===== src/rtl/udp_led_sink.sv =====
// UDP payload sink: latches payload byte 0 onto led after a clean frame; counts good/dropped frames.
// Latency: led/frame_cnt/frame_pulse/drop_cnt update on the edge accepting tlast (visible next cycle).
// Backpressure: none; tready is a flop that is low only in reset and the first cycle after it.
module udp_led_sink #(
    parameter int MAX_BYTES = 64,
    parameter int CNT_W     = 16
) (
    input  logic             clk,
    input  logic             rst_n,
    input  logic [7:0]       s_axis_tdata,
    input  logic             s_axis_tvalid,
    output logic             s_axis_tready,
    input  logic             s_axis_tlast,
    input  logic             s_axis_tuser,
    output logic [7:0]       led,
    output logic [CNT_W-1:0] frame_cnt,
    output logic [CNT_W-1:0] drop_cnt,
    output logic             frame_pulse
);

    localparam int BW = $clog2(MAX_BYTES + 1);
    localparam logic [BW-1:0] BMAX = BW'(MAX_BYTES);

    typedef enum logic [1:0] {IDLE, RECV, DROP} state_t;

    state_t        state, state_nxt;
    logic [BW-1:0] bcnt, bcnt_nxt;
    logic [7:0]    sh0, sh0_nxt;
    logic          accept;
    logic          commit;
    logic          drop;

    assign accept = s_axis_tvalid && s_axis_tready;

    always_comb begin
        state_nxt = state;
        bcnt_nxt  = bcnt;
        sh0_nxt   = sh0;
        commit    = 1'b0;
        drop      = 1'b0;
        case (state)
            IDLE: begin
                if (accept) begin
                    sh0_nxt  = s_axis_tdata;
                    bcnt_nxt = BW'(1);
                    if (s_axis_tlast) begin
                        commit = !s_axis_tuser;
                        drop   = s_axis_tuser;
                    end else begin
                        state_nxt = RECV;
                    end
                end
            end
            RECV: begin
                if (accept) begin
                    // Already holding MAX_BYTES: this beat makes the frame oversize.
                    if (bcnt >= BMAX) begin
                        if (s_axis_tlast) begin
                            drop      = 1'b1;
                            state_nxt = IDLE;
                        end else begin
                            state_nxt = DROP;
                        end
                    end else begin
                        bcnt_nxt = bcnt + BW'(1);
                        if (s_axis_tlast) begin
                            commit    = !s_axis_tuser;
                            drop      = s_axis_tuser;
                            state_nxt = IDLE;
                        end
                    end
                end
            end
            DROP: begin
                if (accept && s_axis_tlast) begin
                    drop      = 1'b1;
                    state_nxt = IDLE;
                end
            end
            default: state_nxt = IDLE;
        endcase
    end

    always_ff @(posedge clk) begin
        if (!rst_n) begin
            state         <= IDLE;
            bcnt          <= '0;
            sh0           <= '0;
            s_axis_tready <= 1'b0;
            led           <= '0;
            frame_cnt     <= '0;
            drop_cnt      <= '0;
            frame_pulse   <= 1'b0;
        end else begin
            state         <= state_nxt;
            bcnt          <= bcnt_nxt;
            sh0           <= sh0_nxt;
            s_axis_tready <= 1'b1;
            frame_pulse   <= commit;
            // sh0_nxt covers the single-beat case where byte 0 arrives with tlast.
            if (commit) begin
                led <= sh0_nxt;
                if (frame_cnt != '1) frame_cnt <= frame_cnt + CNT_W'(1);
            end
            if (drop && (drop_cnt != '1)) drop_cnt <= drop_cnt + CNT_W'(1);
        end
    end

endmodule

===== config.mk =====
export PLATFORM = sky130hd
export DESIGN_NAME = udp_led_sink
export DESIGN_NICKNAME = d
export VERILOG_FILES = /design/src/rtl/udp_led_sink.sv
export SDC_FILE = /design/constraint.sdc
export NUM_CORES = 1
export LEC_CHECK = 0
export ABC_AREA = 1
export BUFFER_PORTS_ARGS = -buffer_cell sky130_fd_sc_hd__buf_2
export CORE_MARGIN = 3
export CORE_UTILIZATION = 35
export DETAILED_ROUTE_END_ITERATION = 16
export SKIP_LAST_GASP = 1
export SYNTH_ARGS = -nofsm -noshare
export SYNTH_HDL_FRONTEND = slang
export SYNTH_SLANG_ARGS = --single-unit
export TNS_END_PERCENT = 30

===== constraint.sdc =====
create_clock -name clk -period 2 [get_ports clk]
set_input_delay 0.1 -clock clk [delete_from_list [all_inputs] [get_ports clk]]
set_output_delay 0.1 -clock clk [all_outputs]
set_load 0.01 [all_outputs]

Word level (Yosys, flattened, before mapping)
Cells that the tools add are included.
Widths: inputs -> output; s select.
- word-level logic and storage cells: 58
- output and inout bits: 42
- input port bits: 13
- register bits after elaboration: 59
- equal/unequal tests: 10
- mux-type cells: 27
- $add $sub $neg: 3
- reductions and logical operators: 9
- $lt $le $gt $ge: 1
- operator list (cell ; count):
    $add 16x1->16 const B ; 2
    $ne 16x16->1 const B ; 2
    $mux 7 ; 3
    $mux 8 ; 2
    $mux 2 ; 7
    $pmux 7 s2 ; 1
    $mux 1 ; 11
    $ne 2x2->1 const B ; 5
    $add 7x1->7 const B ; 1
    $ge 7x7->1 const B ; 1
    $pmux 2 s3 ; 1
    $reduce_and 5->1 ; 1
    $reduce_and 4->1 ; 1
    $logic_and 1x1->1 ; 3
    $ne 3x3->1 const B ; 1
    $pmux 1 s3 ; 1
    $eq 2x1->1 const B ; 1
    $eq 2x2->1 const B ; 1
    $logic_not 2->1 ; 1
    $pmux 1 s2 ; 1
    $reduce_and 2->1 ; 1
    $reduce_bool 2->1 ; 1
    $logic_not 1->1 ; 1

Longest topological paths before layout
Gate-level depths: netlist (run 1).
- word-level depth: 6
- gate-level depth with buffers: 10

Least setup slack after synthesis (run 1)
No wires, ideal clock.
- kind: register to register
- start point: reg frame_cnt[0]
- end point: reg frame_cnt[10]
- slack: 0.443 ns
- arrival: 1.442 ns
- required time: 1.885 ns
- library setup time: 0.115 ns
- stages on the path, launching flop included: 10
- clock period less this slack: 1.557 ns
- cells stage by stage: dfxtp_1 -> ha_1 -> inv_1 -> nor2_4 -> nand2_4 -> nor2_8 -> nor2_8 -> buf_6 -> a21oi_1 -> nor2_1
- cells in the longest elaborated chain, start to end: 2
- elaborated cells between the ends (all ways): 3
- classes of those cells: add/sub (1); eq/ne (1); reduce/logical (1)
- RTL lines (element ; line ; text):
    from (decl) ; 16 ; output logic [CNT_W-1:0] frame_cnt,
    from (signal assigned) ; 103 ; if (frame_cnt != '1) frame_cnt <= frame_cnt + CNT_W'(1);
    branches (longest 2 deep; another with $add 16x1->16) ; n/a ;
Several ways; the timed one is not identified.
A chain may end at the register's enable or synchronous reset.

Final worst setup path (run 1)
- start point: reg s_axis_tready
- end point: reg drop_cnt[15]
- cells in the longest elaborated chain, start to end: 5
- elaborated cells between the ends (all ways): 7
- classes of those cells: mux (4); reduce/logical (3)
- RTL lines (element ; line ; text):
    from (decl) ; 12 ; output logic s_axis_tready,
    from (signal assigned) ; 89 ; s_axis_tready <= 1'b0;
    from (signal assigned) ; 98 ; s_axis_tready <= 1'b1;
    $logic_and 1x1->1 (*) ; 33 ; assign accept = s_axis_tvalid && s_axis_tready;
    $logic_and 1x1->1 ; 75 ; if (accept && s_axis_tlast) begin
    $mux 1 ; 75 ;
    $pmux 1 s3 (*) ; 41 ; case (state)
    $logic_and 1x1->1 (*) ; 105 ; if (drop && (drop_cnt != '1)) drop_cnt <= drop_cnt + CNT_W'(1);
    to (signal assigned) ; 105 ;
    to (decl) ; 17 ; output logic [CNT_W-1:0] drop_cnt,
Every way passes the cells marked *; elsewhere a longest branch is shown, timed or not.

==> results of run 1 <==
==> cell type report <==
cell class | instances | area, sq um | area share
Multi-Input combinational cell | 324 | 1600 | 0.4453
Inverter | 47 | 183.9 | 0.05118
Timing Repair Buffer | 60 | 315.3 | 0.08774
Clock inverter | 6 | 57.56 | 0.01602
Sequential cell | 59 | 1181 | 0.3287
Clock buffer | 9 | 123.9 | 0.03447
Tap cell | 105 | 131.4 | 0.03656
==> state kept, by name (all words and copies together), names as in the netlist <==
register / flops
bcnt: 7
drop_cnt: 16
frame_cnt: 16
frame_pulse: 1
led: 8
s_axis_tready: 1
sh0: 8
state: 2
==> per-stage QoR <==
| step | cell area, sq um | worst slack, ns | hold WS [ns] | instances | utilization |
|---|---|---|---|---|---|
| after floorplan | 3042 | 0.4433 | 0.1277 | 442 | - |
| after global placement | 3412 | 0.3946 | 0.4466 | 595 | 0.4091 |
| after detailed placement | 3412 | 0.3376 | 0.4586 | 595 | 0.4091 |
| after CTS | 3593 | 0.3252 | 0.1014 | 610 | 0.4308 |
| after global routing | 3593 | 0.1435 | 0.1191 | 610 | 0.4308 |
| final | 3593 | 0.3604 | 0.1147 | 610 | 0.4308 |
==> metal layers <==
layer,track usage,wire [microns]
met5,0,0
met4,0.05147,99
met3,0.04208,316
met2,0.2479,3306
met1,0.1902,3381
==> power groups by stage <==
stage	logic, mW	clock network, mW	registers [mW]
floorplan	0.0962	0	1.24
detailed placement	0.149	0	1.23
finish	0.147	1.03	1.21
global route	0.169	1.11	1.21
global placement	0.147	0	1.23
CTS	0.149	1.06	1.21
==> cell usage after synthesis, types with 2 or more instances <==
master    count  area [sq um]
nand2_1     129         484.2
nor2_1       63         236.5
dfxtp_1      59          1181
inv_1        43         161.4
nand3_1      30         150.1
a21oi_1      28         140.1
o21ai_0      17         85.08
xor2_1       10         87.58
nand4_1       9         56.30
a21oi_2       8         70.07
clkbuf_1      6         22.52
ha_1          4         50.05
xnor2_1       4         35.03
nor2_2        3         18.77
nor2_8        3         60.06
nor3_1        3         15.01
buf_6         2         22.52
inv_2         2         7.510
nand2_2       2         12.51
nor2_4        2         22.52
nor3b_1       2         15.01
==> kinds of logic (layout without fill, tap and decap cells) <==
family | after synthesis | after routing | synth area share
XOR/XNOR | 14 | 14 | 0.04031
AND/OR/NAND/NOR | 250 | 250 | 0.3661
adder cells (fa/ha/maj) | 4 | 4 | 0.01645
flip-flops | 59 | 59 | 0.3883
AO/OA/AOI/OAI | 56 | 56 | 0.1032
buffers and inverters | 59 | 122 | 0.08556
==> layout by cell type (no fill, tap or decap), drive strengths merged <==
master,count
a21oi,36
nand3b,1
and2,1
nand3,31
nor3,3
xnor2,4
clkinv,4
a31oi,1
xor2,10
o21ai,18
o211ai,1
nor2,71
clkbuf,9
buf,60
inv,47
nor3b,2
clkinvlp,1
dfxtp,59
nand4,9
ha,4
nand2,132
bufinv,1
==> worst max-delay path by stage <==
| stage | end | slack, ns | cells past startpoint |
|---|---|---|---|
| floorplan | frame_cnt[10]$_SDFFE_PN0P_ | 0.44 | 9 |
| global placement | drop_cnt[8]$_SDFFE_PN0P_ | 0.39 | 8 |
| detailed placement | drop_cnt[15]$_SDFFE_PN0P_ | 0.34 | 9 |
| CTS | drop_cnt[8]$_SDFFE_PN0P_ | 0.33 | 8 |
| global route | drop_cnt[8]$_SDFFE_PN0P_ | 0.14 | 8 |
| finish | drop_cnt[15]$_SDFFE_PN0P_ | 0.36 | 9 |
==> worst register-to-register path, delay by kind of cell, from the launching register on <==
kind,cells,cell delay [ns]
and+or+nand+nor,7,0.90
DFF,1,0.32
buffers and inverters,2,0.31
==> impl_metrics.json, run 1 <==
{
  "synth_seq_area_share": 0.3883,
  "crit_path_frequent_cell": "nand2_1",
  "root_buffer": "clkbuf_8",
  "cts_sinks": 59,
  "syn_area_sq_um": 3042,
  "end_kind": "register",
  "overflow": 0,
  "hold_path.class": "primary input to register",
  "required_ns": 2.23,
  "cap_violations": 0,
  "holdPathEnd": "sh0[4]$_SDFF_PN0_",
  "cp-startpoint": "s_axis_tready$_DFF_P_",
  "antenna_cells": 0,
  "synthToLayoutAreaGrowth_pct": 18.14,
  "routedWlPerCell_microns": 11.64,
  "avgSynthCellArea_sq_um": 6.882,
  "grtUsageTotal": 0.1508,
  "antenna_left": 0,
  "slowest_stage": "nor2_4",
  "p_switching_mw": 0.5772,
  "slew_violations": 0,
  "fp.dieH_microns": 99.22,
  "grt_pass1_vias": 2686,
  "initial_utilization": 0.3647,
  "cts_buffers": 9,
  "synth_enable_flop_cells": 0,
  "postCtsHoldBufs": 0,
  "synth.distinct_cells": 34,
  "seqPwrFrac": 0.507,
  "path_clk_slew_ns": 0.07,
  "ir_worst_vdd_mv": 0.3753,
  "critPathKind": "register to register",
  "rsz0062_at_grt": "false",
  "cpLargestDelayFamily": "simple AND/OR/NAND/NOR gates",
  "synth_fp_nets": 459,
  "power_mw": 2.380,
  "synth_flop_cell": "dfxtp_1",
  "clock_latency_ns": 0.34,
  "io_buffers": 54,
  "finalCritPeriodShare": 0.8198,
  "drtIter0Drc": 100,
  "hold_violations": 0,
  "cts_setup_buffers": 0,
  "internal_power_mw": 1.803,
  "cp-start-kind": "register",
  "p_sw_frac": 0.2425,
  "r2r_slack_ns": 0.36,
  "critPathMaxStageDelay_ns": 0.35,
  "drive_gt1_frac": 0.1960,
  "status": "finished clean",
  "p_per_area_nw_per_um2": 662.4,
  "worstPathArrival_ns": 1.86,
  "viasPerCell": 4.702,
  "n_fill_cell": 881,
  "crit_chain": "nand2_1, inv_2, nand3_1, inv_1, nand2_1, nor2_4, nand3_1, nand2_1, nor2_1",
  "yosysWarnings": 0,
  "leakagePower_nw": 1.570,
  "ios": 55,
  "skew_ns": 0.009229,
  "worst_pin_slew_ns": 0.4445,
  "async_flop_share": 0,
  "cts_tree": "done",
  "grt_pass1_wl_mm": 12.22,
  "num_vias": 2868,
  "dieArea_sq_um": 9845,
  "reg2reg_to": "drop_cnt[15]$_SDFFE_PN0P_",
  "fp.dieW_microns": 99.22,
  "htree_levels": 3,
  "min_from": "s_axis_tdata[4]",
  "first_pass_iters": 4,
  "worst_r2r_path_depth": 9,
  "p_comb_frac": 0.062,
  "antenna_found_initial": 0,
  "core_region_area_sq_um": 8341,
  "max_freq_mhz": 609.9,
  "grt_max_degree": 34,
  "setup_viol": 0,
  "finalWirelength_mm": 7.103,
  "crit_fanout": 17,
  "gp_congestion": 0.7933,
  "row_count": 33,
  "post-route-min-period_ns": 1.640,
  "crit_buf_inv": 2,
  "maxSlewHeadroom": 0.7037,
  "ys_ff_latch": 59,
  "synth_cells": 442,
  "r2r_start": "s_axis_tready$_DFF_P_",
  "clk_path_buf_depth": 2,
  "setup_tns_ns": 0,
  "cts-resized-gates": 0,
  "fin_nets": 518,
  "drc": 0,
  "hpwl_mm": 4.917,
  "hold_depth": 5,
  "clkPwrFrac": 0.431
}
No activity file was read; power rests on OpenSTA's default activity.
==> run 2, diff against run 1 <==
==> constraint.sdc (replaced) <==
create_clock -name clk -period 1.4 [get_ports clk]
set_input_delay 0.07 -clock clk [delete_from_list [all_inputs] [get_ports clk]]
set_output_delay 0.07 -clock clk [all_outputs]
set_load 0.01 [all_outputs]
==> impl_metrics.json, run 2 (same netlist as run 1, synthesis figures left out) <==
{
  "overflow": 0,
  "routedWlPerCell_microns": 12.26,
  "crit_chain": "ha_4, nand2_4, nor2_4, nand2_4, nor2_4, nor2_4, clkbuf_16, a21oi_2, nor2_1",
  "num_vias": 3133,
  "initial_utilization": 0.3647,
  "hold_path.class": "primary input to register",
  "worst_pin_slew_ns": 0.3309,
  "r2r_start": "drop_cnt[0]$_SDFFE_PN0P_",
  "antenna_cells": 0,
  "finalCritPeriodShare": 0.9881,
  "grtUsageTotal": 0.1624,
  "power_mw": 3.772,
  "final_common_cell": "nand2_1",
  "htree_levels": 3,
  "p_comb_frac": 0.069,
  "grt_max_degree": 25,
  "r2r_slack_ns": 0.02,
  "top_regs": "drop_cnt (16), frame_cnt (16)",
  "drc": 0,
  "clkPwrFrac": 0.475,
  "fin_cells": 664,
  "layout_common_cells": "nand2_1, buf_2, nor2_1, buf_4, dfxtp_1",
  "critPathMaxStageDelay_ns": 0.36,
  "holdPathEnd": "sh0[0]$_SDFF_PN0_",
  "ir_worst_vdd_mv": 0.4305,
  "drive_gt1_frac": 0.3578,
  "io_buffers": 54,
  "row_count": 33,
  "post-route-min-period_ns": 1.383,
  "drtIter0Drc": 86,
  "gp_congestion": 0.7971,
  "clk_path_buf_depth": 2,
  "slew_violations": 0,
  "worst_r2r_path_depth": 9,
  "reg2reg_to": "drop_cnt[15]$_SDFFE_PN0P_",
  "grt_pass1_vias": 2868,
  "fin_util": 0.5149,
  "leakagePower_nw": 1.941,
  "first_pass_iters": 4,
  "core_region_area_sq_um": 8341,
  "slowest_stage": "dfxtp_2",
  "post_dp_cell_area_sq_um": 3782,
  "p_sw_frac": 0.2536,
  "setup_slack_ns": 0.01671,
  "cts_tree": "done",
  "hold_violations": 0,
  "critPathKind": "register to register",
  "cp-start-kind": "register",
  "fp.dieW_microns": 99.22,
  "synthToLayoutAreaGrowth_pct": 41.18,
  "antenna_left": 0,
  "path_clk_slew_ns": 0.08,
  "viasPerCell": 4.718,
  "setup_viol": 0,
  "postCtsHoldBufs": 0,
  "required_ns": 1.65,
  "dieArea_sq_um": 9845,
  "setup_tns_ns": 0,
  "fin_nets": 571,
  "internal_power_mw": 2.815,
  "crit_path_frequent_cell": "nor2_4",
  "ios": 55,
  "antenna_found_initial": 0,
  "worstPathArrival_ns": 1.63,
  "regArea_sq_um": 1201,
  "max_freq_mhz": 722.9,
  "pre_cts_ws_ns": -0.03523,
  "min_from": "s_axis_tdata[0]",
  "cts_sinks": 59,
  "end_kind": "register",
  "fp.dieH_microns": 99.22,
  "crit_fanout": 8,
  "cts_buffers": 9,
  "rsz0062_at_grt": "true",
  "placedCellCount": 641,
  "hold_depth": 5,
  "skew_ns": 0.008423,
  "p_per_area_nw_per_um2": 878.3,
  "maxSlewHeadroom": 0.7786,
  "clock_latency_ns": 0.35,
  "multi_input_comb_area_sq_um": 1808,
  "hpwl_mm": 5.481,
  "grt_pass1_wl_mm": 12.97,
  "p_switching_mw": 0.9566,
  "finalWirelength_mm": 8.139,
  "status": "finished clean",
  "stdcell_area_sq_um": 4294,
  "root_buffer": "clkbuf_8",
  "cap_violations": 0,
  "whs_ns": 0.06246,
  "n_fill_cell": 828,
  "seqPwrFrac": 0.456
}
-- run 2: worst max-delay path by stage --
| stage | from | to | slack, ns | depth (start not counted) |
|---|---|---|---|---|
| 2_1_floorplan | frame_cnt[0]$_SDFFE_PN0P_ | frame_cnt[10]$_SDFFE_PN0P_ | -0.01 | 9 |
| 3_3_place_gp | frame_cnt[0]$_SDFFE_PN0P_ | frame_cnt[1]$_SDFFE_PN0P_ | -0.007 | 9 |
| 3_5_place_dp | frame_cnt[0]$_SDFFE_PN0P_ | frame_cnt[1]$_SDFFE_PN0P_ | -0.04 | 9 |
| 4_1_cts | drop_cnt[0]$_SDFFE_PN0P_ | drop_cnt[15]$_SDFFE_PN0P_ | -0.03 | 9 |
| 5_1_grt | drop_cnt[1]$_SDFFE_PN0P_ | drop_cnt[1]$_SDFFE_PN0P_ | -0.09 | 8 |
| 6_report | drop_cnt[0]$_SDFFE_PN0P_ | drop_cnt[15]$_SDFFE_PN0P_ | 0.02 | 9 |
-- run 2: power groups by stage --
stage / combinational [mW] / sequential [mW] / clock [mW]
floorplan: 0.137 / 1.77 / 0
CTS: 0.242 / 1.72 / 1.82
global route: 0.290 / 1.72 / 1.91
global placement: 0.235 / 1.76 / 0
detailed placement: 0.238 / 1.76 / 0
finish: 0.260 / 1.72 / 1.79
-- run 2: timing repair --
item,in CTS,in global routing
gates resized for setup,6,59
pin swaps,4,22
endpoints found under the setup margin,32,54
cloned,1,3
buffers inserted,0,3
-- run 2: metal layers --
metal	vias to the layer above	part of all wire	GRT usage
li1	1636	-	-
met1	1411	0.47	0.2087
met2	70	0.47	0.2577
met3	16	0.047	0.04348
met4	0	0.022	0.06723
met5	-	0	0
-- run 2: worst max-delay path, delay by kind of cell, from the launching register on --
family | cells | cell delay, ns
AOI/OAI and AO/OA | 1 | 0.12
adders and majority gates | 1 | 0.15
buffers and inverters | 1 | 0.16
DFF | 1 | 0.36
and+or+nand+nor | 6 | 0.49
-- run 2: cell type report --
type | instances | share of cell area
Clock inverter | 7 | 0.02360
Timing Repair Buffer | 110 | 0.1713
Clock buffer | 9 | 0.02885
Tap cell | 105 | 0.03059
Multi-Input combinational cell | 326 | 0.4210
Sequential cell | 59 | 0.2797
Timing Repair inverter | 1 | 0.001457
Inverter | 47 | 0.04341
==> run 3, diff against run 2 <==
--- a/config.mk
+++ b/config.mk
@@ -10,6 +10,7 @@
 export CORE_MARGIN = 3
 export CORE_UTILIZATION = 35
 export DETAILED_ROUTE_END_ITERATION = 16
+export PLACE_DENSITY = 0.61
 export SKIP_LAST_GASP = 1
 export SYNTH_ARGS = -nofsm -noshare
 export SYNTH_HDL_FRONTEND = slang
==> impl_metrics.json, run 3 (same netlist as run 1, synthesis figures left out) <==
{
  "required_ns": 1.68,
  "hold_violations": 0,
  "worstPathArrival_ns": 1.68,
  "crit_path_frequent_cell": "nand2_4",
  "finalWirelength_mm": 8.126,
  "row_count": 33,
  "post_dp_cell_area_sq_um": 3782,
  "p_per_area_nw_per_um2": 806.8,
  "fin_cells": 676,
  "leakagePower_nw": 2.047,
  "core_region_area_sq_um": 8341,
  "maxSlewHeadroom": 0.7767,
  "critPathKind": "register to register",
  "hold_path.class": "primary input to register",
  "hpwl_mm": 5.392,
  "ios": 55,
  "cap_violations": 0,
  "fp.dieW_microns": 99.22,
  "clock_latency_ns": 0.35,
  "critPathMaxStageDelay_ns": 0.36,
  "crit_chain": "ha_4, nand2_4, nor2_4, nand2_4, o21ai_2, buf_2, nand2_1, a21oi_1",
  "antenna_cells": 0,
  "layout_common_cells": "nand2_1, buf_4, buf_2",
  "setup_viol": 0,
  "viasPerCell": 4.595,
  "finalCritPeriodShare": 0.9989,
  "setup_slack_ns": 0.001591,
  "grt_pass1_vias": 2811,
  "grtUsageTotal": 0.1600,
  "postCtsHoldBufs": 0,
  "antenna_found_initial": 0,
  "initial_utilization": 0.3647,
  "root_buffer": "clkbuf_8",
  "cts_buffers": 9,
  "htree_levels": 3,
  "grt_pass1_wl_mm": 12.73,
  "io_buffers": 54,
  "clk_path_buf_depth": 2,
  "gp_congestion": 0.8243,
  "pre_cts_ws_ns": -0.03935,
  "crit_fanout": 5,
  "grt_max_degree": 25,
  "skew_ns": 0.007867,
  "overflow": 0,
  "stdcell_area_sq_um": 4418,
  "cp-start-kind": "register",
  "ir_worst_vdd_mv": 0.3471,
  "antenna_left": 0,
  "max_freq_mhz": 715.1,
  "fin_nets": 583,
  "dieArea_sq_um": 9845,
  "placedCellCount": 641,
  "fin_util": 0.5297,
  "drive_gt1_frac": 0.3905,
  "rsz0062_at_grt": "true",
  "synthToLayoutAreaGrowth_pct": 45.25,
  "end_kind": "register",
  "slowest_stage": "dfxtp_2",
  "routedWlPerCell_microns": 12.02,
  "drtIter0Drc": 98,
  "slew_violations": 0,
  "cts_sinks": 59,
  "top_regs": "drop_cnt (16), frame_cnt (16)",
  "post-route-min-period_ns": 1.398,
  "status": "finished clean",
  "drc": 0,
  "fp.dieH_microns": 99.22,
  "path_clk_slew_ns": 0.08,
  "cts_tree": "done",
  "final_common_cell": "nand2_1",
  "first_pass_iters": 4,
  "num_vias": 3106,
  "worst_pin_slew_ns": 0.3337,
  "whs_ns": 0.06009
}
-- run 3: metrics by stage --
stage / power (mW) / TNS, ns
6_report: 3.564 / 0
5_1_grt: 3.706 / -1.205
4_1_cts: 3.563 / -0.03303
3_5_place_dp: 1.993 / -0.1525
3_3_place_gp: 1.991 / 0
2_1_floorplan: 1.904 / -0.01378
-- run 3: final cells by class --
cell class / count / area [sq um]
sequential: 59 / 1207
timing repair buffer: 124 / 890.9
multi-input combinational: 324 / 1785
inverter: 47 / 193.9
fill: 784 / 3923
clock inverter: 7 / 68.82
timing repair inverter: 1 / 16.27
tap: 105 / 131.4
clock buffer: 9 / 123.9
-- run 3: what timing repair did --
| action | 4_1_cts | 5_1_grt |
|---|---|---|
| setup buffers | 5 | 9 |
| setup endpoints to repair | 22 | 54 |
| gates cloned | 1 | 4 |
| pin swaps | 7 | 18 |
| resized for setup | 15 | 57 |
-- run 3: worst max-delay path: cells and delay by family (launching register included) --
kind,cells,cell delay (ns)
compound gates,2,0.32
fa+ha+maj,1,0.15
flops,1,0.36
simple gates,4,0.31
buf+inv,1,0.20
-- run 3: final timing paths --
kind,startpoint,to,slack (ns),depth (start not counted)
setup / recovery,drop_cnt[1]$_SDFFE_PN0P_,drop_cnt[4]$_SDFFE_PN0P_,0.002,8
hold / removal,s_axis_tdata[2],sh0[2]$_SDFF_PN0_,0.06,5
setup reg to reg,drop_cnt[1]$_SDFFE_PN0P_,drop_cnt[4]$_SDFFE_PN0P_,0.002,8
hold reg to reg,bcnt[1]$_SDFFE_PN0P_,bcnt[1]$_SDFFE_PN0P_,0.49,2
-- run 3: layer usage --
layer / vias up / share of wire / global-route usage
li1: 1646 / - / -
met1: 1394 / 0.46 / 0.2029
met2: 56 / 0.48 / 0.2608
met3: 10 / 0.045 / 0.03997
met4: 0 / 0.013 / 0.06303
met5: - / 0 / 0
-- run 3: report_power, final --
part	internal (mW)	total, mW	switching, mW	leakage [nW]
logic	0.118	0.282	0.164	1.46
registers	1.71	1.72	0.0161	0.487
clock network	0.814	1.56	0.746	0.0950
